`src/rtl/cpu_pkg.sv`:
```
// cpu_pkg: shared widths, opcode encodings and fetch FSM states for the 16-bit CPU.
package cpu_pkg;
   localparam int CPU_ADDR_W = 8;
   localparam int CPU_DATA_W = 16;
   localparam logic [3:0] OP_ADD = 4'h0;
   localparam logic [3:0] OP_SUB = 4'h1;
   localparam logic [3:0] OP_NOT = 4'h2;
   localparam logic [3:0] OP_AND = 4'h3;
   localparam logic [3:0] OP_OR  = 4'h4;
   localparam logic [3:0] OP_XOR = 4'h5;
   localparam logic [15:0] NOP   = 16'h0000;
   typedef enum logic {ST_RUN = 1'b0, ST_HALTED = 1'b1} fetch_state_t;
endpackage

```
`src/rtl/fetch_queue.sv`:
```
// fetch_queue: synchronous FIFO of {instruction, pc} entries with flush and occupancy count.
module fetch_queue #(
   parameter int DEPTH = 2,
   parameter int W     = 24
) (
   input  logic                     clk,
   input  logic                     rst_n,
   input  logic                     i_push,
   input  logic                     i_pop,
   input  logic                     i_flush,
   input  logic [W-1:0]             i_data,
   output logic [W-1:0]             o_data,
   output logic [$clog2(DEPTH):0]   o_count,
   output logic                     o_full,
   output logic                     o_empty
);
   localparam int PW = $clog2(DEPTH);
   logic [W-1:0]  r_mem [DEPTH];
   logic [PW-1:0] r_wr;
   logic [PW-1:0] r_rd;
   logic [PW:0]   r_count;
   logic          w_do_pop;
   logic          w_do_push;
   assign o_count   = r_count;
   assign o_full    = r_count == (PW+1)'(DEPTH);
   assign o_empty   = r_count == '0;
   assign o_data    = r_mem[r_rd];
   assign w_do_pop  = i_pop & ~o_empty & ~i_flush;
   // a full queue still accepts a push when the head leaves in the same cycle
   assign w_do_push = i_push & ~i_flush & (~o_full | w_do_pop);
   always_ff @(posedge clk or negedge rst_n) begin
      if (!rst_n) begin
         for (int i = 0; i < DEPTH; i++) r_mem[i] <= '0;
         r_wr    <= '0;
         r_rd    <= '0;
         r_count <= '0;
      end else if (i_flush) begin
         r_wr    <= '0;
         r_rd    <= '0;
         r_count <= '0;
      end else begin
         if (w_do_push) begin
            r_mem[r_wr] <= i_data;
            r_wr        <= r_wr + PW'(1);
         end
         if (w_do_pop) r_rd <= r_rd + PW'(1);
         r_count <= r_count + {{PW{1'b0}}, w_do_push} - {{PW{1'b0}}, w_do_pop};
      end
   end
endmodule

```
`src/rtl/fetch_sequencer.sv`:
```
// fetch_sequencer: owns the PC, the RUN/HALTED FSM and redirect priority; feeds decode through fetch_queue.
module fetch_sequencer
   import cpu_pkg::*;
#(
   parameter int                ADDR_W   = CPU_ADDR_W,
   parameter int                DATA_W   = CPU_DATA_W,
   parameter int                DEPTH    = 2,
   parameter logic [ADDR_W-1:0] RESET_PC = '0
) (
   input  logic                   clk,
   input  logic                   rst_n,
   output logic [ADDR_W-1:0]      rom_addr,
   input  logic [DATA_W-1:0]      rom_data,
   input  logic                   redirect_valid,
   input  logic [ADDR_W-1:0]      redirect_pc,
   input  logic                   halt_req,
   input  logic                   resume,
   output logic [DATA_W-1:0]      instr_out,
   output logic [ADDR_W-1:0]      instr_pc,
   output logic                   instr_valid,
   input  logic                   instr_ready,
   output logic                   halted,
   output logic [$clog2(DEPTH):0] q_count
);
   fetch_state_t             r_state;
   logic [ADDR_W-1:0]        r_pc;
   logic                     r_halted;
   logic                     w_pop;
   logic                     w_push;
   logic                     w_full;
   logic                     w_empty;
   logic [DATA_W+ADDR_W-1:0] w_head;
   assign rom_addr    = r_pc;
   assign halted      = r_halted;
   assign instr_valid = ~w_empty;
   assign w_pop       = instr_valid & instr_ready;
   // redirect cycles never fetch: the old pc's word belongs to the discarded path
   assign w_push      = (r_state == ST_RUN) & ~redirect_valid & (~w_full | w_pop);
   assign {instr_out, instr_pc} = w_head;
   always_ff @(posedge clk or negedge rst_n) begin
      if (!rst_n) begin
         r_pc     <= RESET_PC;
         r_state  <= ST_RUN;
         r_halted <= 1'b0;
      end else begin
         r_pc     <= redirect_valid ? redirect_pc : (w_push ? r_pc + ADDR_W'(1) : r_pc);
         r_state  <= halt_req ? ST_HALTED : (resume ? ST_RUN : r_state);
         r_halted <= halt_req ? 1'b1 : (resume ? 1'b0 : r_halted);
      end
   end
   fetch_queue #(.DEPTH(DEPTH), .W(DATA_W + ADDR_W)) u_queue (
      .clk     (clk),
      .rst_n   (rst_n),
      .i_push  (w_push),
      .i_pop   (w_pop),
      .i_flush (redirect_valid),
      .i_data  ({rom_data, r_pc}),
      .o_data  (w_head),
      .o_count (q_count),
      .o_full  (w_full),
      .o_empty (w_empty)
   );
endmodule

```
`config.mk`:
```
export PLATFORM = sky130hd
export DESIGN_NAME = fetch_sequencer
export DESIGN_NICKNAME = d
export VERILOG_FILES = /design/src/rtl/cpu_pkg.sv /design/src/rtl/fetch_queue.sv /design/src/rtl/fetch_sequencer.sv
export SDC_FILE = /design/constraint.sdc
export NUM_CORES = 1
export LEC_CHECK = 0
export CAP_MARGIN = 20
export CORE_MARGIN = 2
export CORE_UTILIZATION = 40
export DETAILED_ROUTE_END_ITERATION = 8
export GPL_TIMING_DRIVEN = 0
export PLACE_DENSITY = 0.62
export SETUP_SLACK_MARGIN = 0.05
export SLEW_MARGIN = 30
export SYNTH_ARGS = -nofsm -noshare
export SYNTH_HDL_FRONTEND = slang
export SYNTH_SLANG_ARGS = --single-unit
```
`constraint.sdc`:
```
create_clock -name clk -period 4.44 [get_ports clk]
set_clock_uncertainty 0.2 [all_clocks]
set_input_delay 0.666 -clock clk [delete_from_list [all_inputs] [get_ports clk]]
set_output_delay 0.666 -clock clk [all_outputs]
set_load 0.02 [all_outputs]
```
==> run metrics <==
final layout net count 323; cells after synthesis 213; die width 89.1 um; largest net degree at the start of global routing 48; clock power share 29.3%; Seq/Total Area, Yosys 52.7%; crit path capture type output pin; Mapped Nets 246; GR Util met1 21.1%; switching pwr 0.569 mW; first-pass GRT wire length 9290 um; final hold vios 0; Post-DRT Antenna Nets 0; antenna cells 0; top-count cell post-synth mux2_2; total power per unit cell area 520 mW/mm2; M3 GR Usage 3.42%; number of synthesized register bits 61; Lkg Pwr 1.61 nW; Cell Chain, Critical Path clkbuf_1, buf_2, mux2_2, clkdlybuf4s50_1; Iteration-0 DRC Markers 34; Min Clock Period, post-route 3.11 ns; port bufs 64; worst slew pin tran 0.563 ns; crit path DAT 2.25 ns; Row Count 31; antenna violations before repair 0; Seq. cell area 0.00153 mm2; Synth Warn # 0; via count 1,942; H-tree depth 3; Netlist Area Pre-Place 0.00290 mm2; peak supply drop 0.208 mV; Worst-Skew Late Latency 0.33 ns; Post-synth EDFFs 0; gr ovfl total 0; CTS tree yes; RSZ-0062 raised after global routing no; height of the die 89.1 um; HPWL after DPL 3940 um; DP Cell Count 377; share of the synthesized area in the top cell type 52.7%; crit path kind reg2out; Core Util, Final 55.2%; clk slew on worst S/H paths 0.07 ns; crit path launch type flop; CP Buf/Inv Count 3; Crit-path slowest cell clkdlybuf4s50_1; Setup TNS 0 ns; die area 0.00794 mm2; fmax 321 MHz; Synth Flop Type dfrtp_1; switch share 27.8%; GPL Wtd Cong 0.746; Sink Count 61; Fillers 646; combinational share of power 31.7%; max cap viols 0; Area contributors post-synth dfrtp_1 (53%), mux2_2 (27%), buf_6 (1.9%); Syn-to-layout area delta 35.9%; CTS Buffer Depth 2; wire per inst 14.8 um; gr usage total 15.5%; Critical Path Max Stage Delay 0.54 ns; Tcrit/Tclk final 70.1%; # DRC 0; worst setup margin 1.33 ns; Post-synth ARST share 100%; Max Slew Vio Count 0; class of the worst hold path reg2reg; worst slack, placed 1.63 ns; area of the core 0.00714 mm2; Initial DRT Pass Iterations 4; CP Max Fanout 10; area of the multi-input gates 0.00125 mm2; final number of setup-violating endpoints 0; fin cells 394; crit-path leading delay family buffers and inverters; outcome completed; root buf cell clkbuf_8; GRT busiest layer met2; Crit path required time 3.57 ns; vias per cell 4.93; Power, Total 2.05 mW; proportion of layout cells with a drive suffix above 1 34.2%; Seq pwr share 39.0%; Synth cell types 36; vias in the first global route 1,899; CTS buffer count 9; max_slew headroom 62.2%; Synth Area per Inst 13.6 um2; GR Layer Usage met2 23.4%; Routed WL 5850 um; Pint 1.48 mW; commonest cells in the netlist mux2_2 (70), dfrtp_1 (61), nor2_1 (9); number of top-level pins 66; cell taking the most area after synthesis dfrtp_1; post-cts sizing count 0; Initial Utilization 40.6%
worst paths after layout:
check | slack [ns] | from | end | cells after the start
worst max-delay path | 1.33 | u_queue.r_rd | instr_pc[0] | 4
worst min-delay path | 0.28 | u_queue.r_mem[6] | u_queue.r_mem[6] | 1
worst max register to register | 2.30 | u_queue.o_count[0] | u_queue.o_count[1] | 8
worst min register to register | 0.28 | u_queue.r_mem[6] | u_queue.r_mem[6] | 1
max in group asynchronous | 3.01 | rst_n | u_queue.r_mem[22] | 3
min in group asynchronous | 0.53 | rst_n | u_queue.r_mem[12] | 2
layout by cell type, fill, tap and decap left out, types with 3 or more instances in the layout:
master,netlist,routed
mux2_2,70,70
clkdlybuf4s50_1,0,63
dfrtp_1,61,61
clkbuf_8,0,10
nor2_1,9,9
or4_1,6,6
buf_6,5,5
inv_1,5,5
a31oi_1,5,5
buf_2,4,4
o21ai_0,4,4
clkbuf_1,2,4
o31ai_1,4,4
buf_4,2,3
nand3_1,3,3
ha_1,3,3
bufinv_16,0,3
metal layers:
metal  part of all wire [%]  routed length (um)
met5                      0                   0
met4                    1.7                 102
met3                    5.5                 322
met2                     44                2590
met1                     48                2840
layout make-up:
| class | count | share of cell area (%) |
|---|---|---|
| flip-flops and latches | 61 | 38.8 |
| multi-input cells | 134 | 31.8 |
| repair buffers | 66 | 17.2 |
| clock buffers | 12 | 3.69 |
| well taps | 99 | 3.15 |
| plain buffers | 13 | 2.51 |
| clock inverters | 4 | 2.41 |
| inverters | 5 | 0.477 |
worst register-to-register path, cell delays in order, from the launching register on:
cell and delay [ns]:
dfrtp_1 0.44, nor3b_4 0.37, buf_6 0.19, buf_4 0.18
nor3_1 0.06, ha_1 0.21, xor2_1 0.15, and2_1 0.15
nor3_1 0.12
cells by family (layout without fill, tap and decap cells):
group | Yosys count | after routing | synth area share [%]
simple gates | 38 | 38 | 9.02
xor+xnor | 2 | 2 | 0.605
fa+ha+maj | 3 | 3 | 1.30
mux | 72 | 72 | 28.0
compound gates | 19 | 19 | 4.36
flops | 61 | 61 | 52.7
buf+inv | 18 | 100 | 4.06
per-stage QoR:
step / hold slack, ns / cell area (um2)
finish: 0.282 / 3940
global route: 0.304 / 3940
CTS: 0.287 / 3940
detailed placement: 0.270 / 3690
global placement: 0.263 / 3660
floorplan: 0.170 / 2900
flip-flops by register name, summed over array words and instances (netlist names):
name,cells
r_state,1
rom_addr,8
u_queue.o_count,2
u_queue.r_mem,48
u_queue.r_rd,1
u_queue.r_wr,1
power by group through the flow:
stage / logic, mW / registers, mW / clock network, mW
after floorplan: 0.394 / 0.796 / 0
after global placement: 0.647 / 0.802 / 0
after detailed placement: 0.655 / 0.809 / 0
after CTS: 0.659 / 0.799 / 0.616
after global routing: 0.700 / 0.818 / 0.641
final: 0.649 / 0.798 / 0.600
timing repair:
action	4_1_cts	5_1_grt
hold buffers	1	0
endpoints found under the hold margin	14	0
setup buffers	0	0
Note: power is estimated with default switching activity, not from simulation.
==> patch: new RTL, same flow settings <==
Reset style: synchronous (`rst_n`), changed in 2 clocked blocks.
--- a/src/rtl/fetch_queue.sv
+++ b/src/rtl/fetch_queue.sv
@@ -29,5 +29,5 @@
    // a full queue still accepts a push when the head leaves in the same cycle
    assign w_do_push = i_push & ~i_flush & (~o_full | w_do_pop);
-   always_ff @(posedge clk or negedge rst_n) begin
+   always_ff @(posedge clk) begin
       if (!rst_n) begin
          for (int i = 0; i < DEPTH; i++) r_mem[i] <= '0;
--- a/src/rtl/fetch_sequencer.sv
+++ b/src/rtl/fetch_sequencer.sv
@@ -38,5 +38,5 @@
    assign w_push      = (r_state == ST_RUN) & ~redirect_valid & (~w_full | w_pop);
    assign {instr_out, instr_pc} = w_head;
-   always_ff @(posedge clk or negedge rst_n) begin
+   always_ff @(posedge clk) begin
       if (!rst_n) begin
          r_pc     <= RESET_PC;
Behaviour: differs if rst_n is asserted again (counterexample within 4 cycles, from zero or initial values and one cycle with rst_n low); with rst_n held inactive, the same outputs for 4 cycles.
==> patch against the original RTL <==
Via count is 3.2% higher. Synthesized area is 0.35% higher. Routed wire length is 0.50% lower. Sequential share of layout area is 4.9 points higher. Cell area hardly changed. First-iteration DRC count grew to 3.1 times the old value. Non-clock buffer count is 1 lower. Highest routed layer unchanged. Count of clock-buffer cells in the layout is 2 lower. Critical path depth stayed put. Sequential cell count is 1 higher. Critical path type unchanged. Setup slack worse by 0.10 ns.
Power is not compared: it rests on default switching activity, and its combinational part moved more than twofold at a synthesized area within 25%.
==> patch: results (changes against the original RTL) <==
<table>
<tr><th>Metric</th><th>Value</th></tr>
<tr><th colspan="2">STA</th></tr>
<tr><td>Worst rel slew slack</td><td>0.602 (was 0.622)</td></tr>
<tr><th colspan="2">Status</th></tr>
<tr><td>Status</td><td>finished clean (unchanged)</td></tr>
<tr><th colspan="2">Synth</th></tr>
<tr><td>Synth Instances</td><td>224 (was 213)</td></tr>
<tr><td>Ranking of synthesized cells by instance count</td><td>49 x sky130_fd_sc_hd__and2_1, 48 x sky130_fd_sc_hd__edfxtp_1, 24 x sky130_fd_sc_hd__mux2_2 (was 70 x sky130_fd_sc_hd__mux2_2, 61 x sky130_fd_sc_hd__dfrtp_1, 9 x sky130_fd_sc_hd__nor2_1)</td></tr>
<tr><td>Syn Nets</td><td>257 (was 246)</td></tr>
<tr><td>Sequential element share of the synthesized area</td><td>0.592 (was 0.527)</td></tr>
<tr><td>Number of enable flip-flop cells after synthesis</td><td>48 (was 0)</td></tr>
<tr><td>Multiplexer area fraction after synthesis</td><td>0.0964 (was 0.280)</td></tr>
<tr><td>Synth Area in Adders</td><td>0.0129 (was 0.0130)</td></tr>
<tr><td>Xor/xnor cell area share of the yosys netlist</td><td>0.00904 (was 0.00604)</td></tr>
<tr><td>Compound-Gate Fraction of Synth Area</td><td>0.0607 (was 0.0436)</td></tr>
<tr><th colspan="2">Clock network</th></tr>
<tr><td>Hold Buf Count CTS</td><td>0 (was 1)</td></tr>
<tr><th colspan="2">Worst setup path</th></tr>
<tr><td>Reg2reg start</td><td>halted$_SDFFE_PN0P_ (was u_queue.o_count[0]$_DFF_PN0_)</td></tr>
<tr><td>WP data arrival</td><td>2.35 ns (was 2.25 ns)</td></tr>
<tr><th colspan="2">Drt</th></tr>
<tr><td>Initial drt markers</td><td>104 (was 34)</td></tr>
<tr><th colspan="2">Layout</th></tr>
<tr><td>Total number of nets in the final design</td><td>334 (was 323)</td></tr>
<tr><td>Fraction of final layout cells with drive strength greater than 1</td><td>0.160 (was 0.342)</td></tr>
<tr><td>Finished Layout Cells</td><td>405 (was 394)</td></tr>
<tr><th colspan="2">Place</th></tr>
<tr><td>Cells after DPL</td><td>389 (was 377)</td></tr>
<tr><th colspan="2">Global routing</th></tr>
<tr><td>Wire length of the first global-routing pass</td><td>9150 um (was 9290 um)</td></tr>
</table>
[patch: report_power, final]
group          internal (mW)  total [mW]  leakage (nW)  switching (mW)
sequential             0.663       0.684         0.623          0.0210
clock                  0.309       0.516         0.103           0.207
combinational          0.109       0.207         0.764          0.0980
[patch: final timing paths]
| check | to | slack [ns] | cells past startpoint |
|---|---|---|---|
| setup / recovery | instr_pc[4] | 1.23 | 4 |
| hold / removal | u_queue.r_rd$_SDFFE_PP0P_ | 0.31 | 2 |
| setup reg to reg | u_queue.r_mem[0][11]$_SDFFCE_PN0P_ | 2.14 | 4 |
| hold reg to reg | u_queue.r_rd$_SDFFE_PP0P_ | 0.31 | 2 |
[patch: area by class of cell]
type | count | area [um^2]
Inverter | 8 | 30.0
Sequential cell | 62 | 1720
Tap cell | 99 | 124
Multi-Input combinational cell | 142 | 1130
Clock buffer | 10 | 128
Clock inverter | 6 | 76.3
Timing Repair Buffer | 66 | 683
Buffer | 12 | 50.0
Fill cell | 615 | 3200
[patch: stage by stage]
stage          hold WS [ns]  worst slack, ns  utilization  TNS, ns
2_1_floorplan         0.272            0.837            -        0
3_3_place_gp          0.287           -0.681        0.515   -32.57
3_5_place_dp          0.299             1.52        0.524        0
4_1_cts               0.318             1.15        0.552        0
5_1_grt               0.368             1.02        0.552        0
6_report              0.307             1.23        0.552        0
[patch: critical path, delay by kind of cell, from the launching register on]
family / cells / cell delay, ns
multiplexers: 1 / 0.41
buffers and inverters: 3 / 1.30
flip-flops: 1 / 0.31
[patch: per-layer routing]
layer,GRT usage,part of all wire,vias to the layer above
met4,0.0814,0.011,0
met5,0,0,-
li1,-,-,969
met1,0.190,0.43,970
met3,0.0342,0.045,7
met2,0.258,0.52,59
[patch: logic make-up (layout without fill, tap and decap cells)]
| family | count (synthesis) | after routing |
|---|---|---|
| simple gates | 87 | 87 |
| flops | 62 | 62 |
| mux | 25 | 25 |
| compound gates | 24 | 24 |
| buf+inv | 20 | 102 |
| fa+ha+maj | 3 | 3 |
| xor+xnor | 3 | 3 |
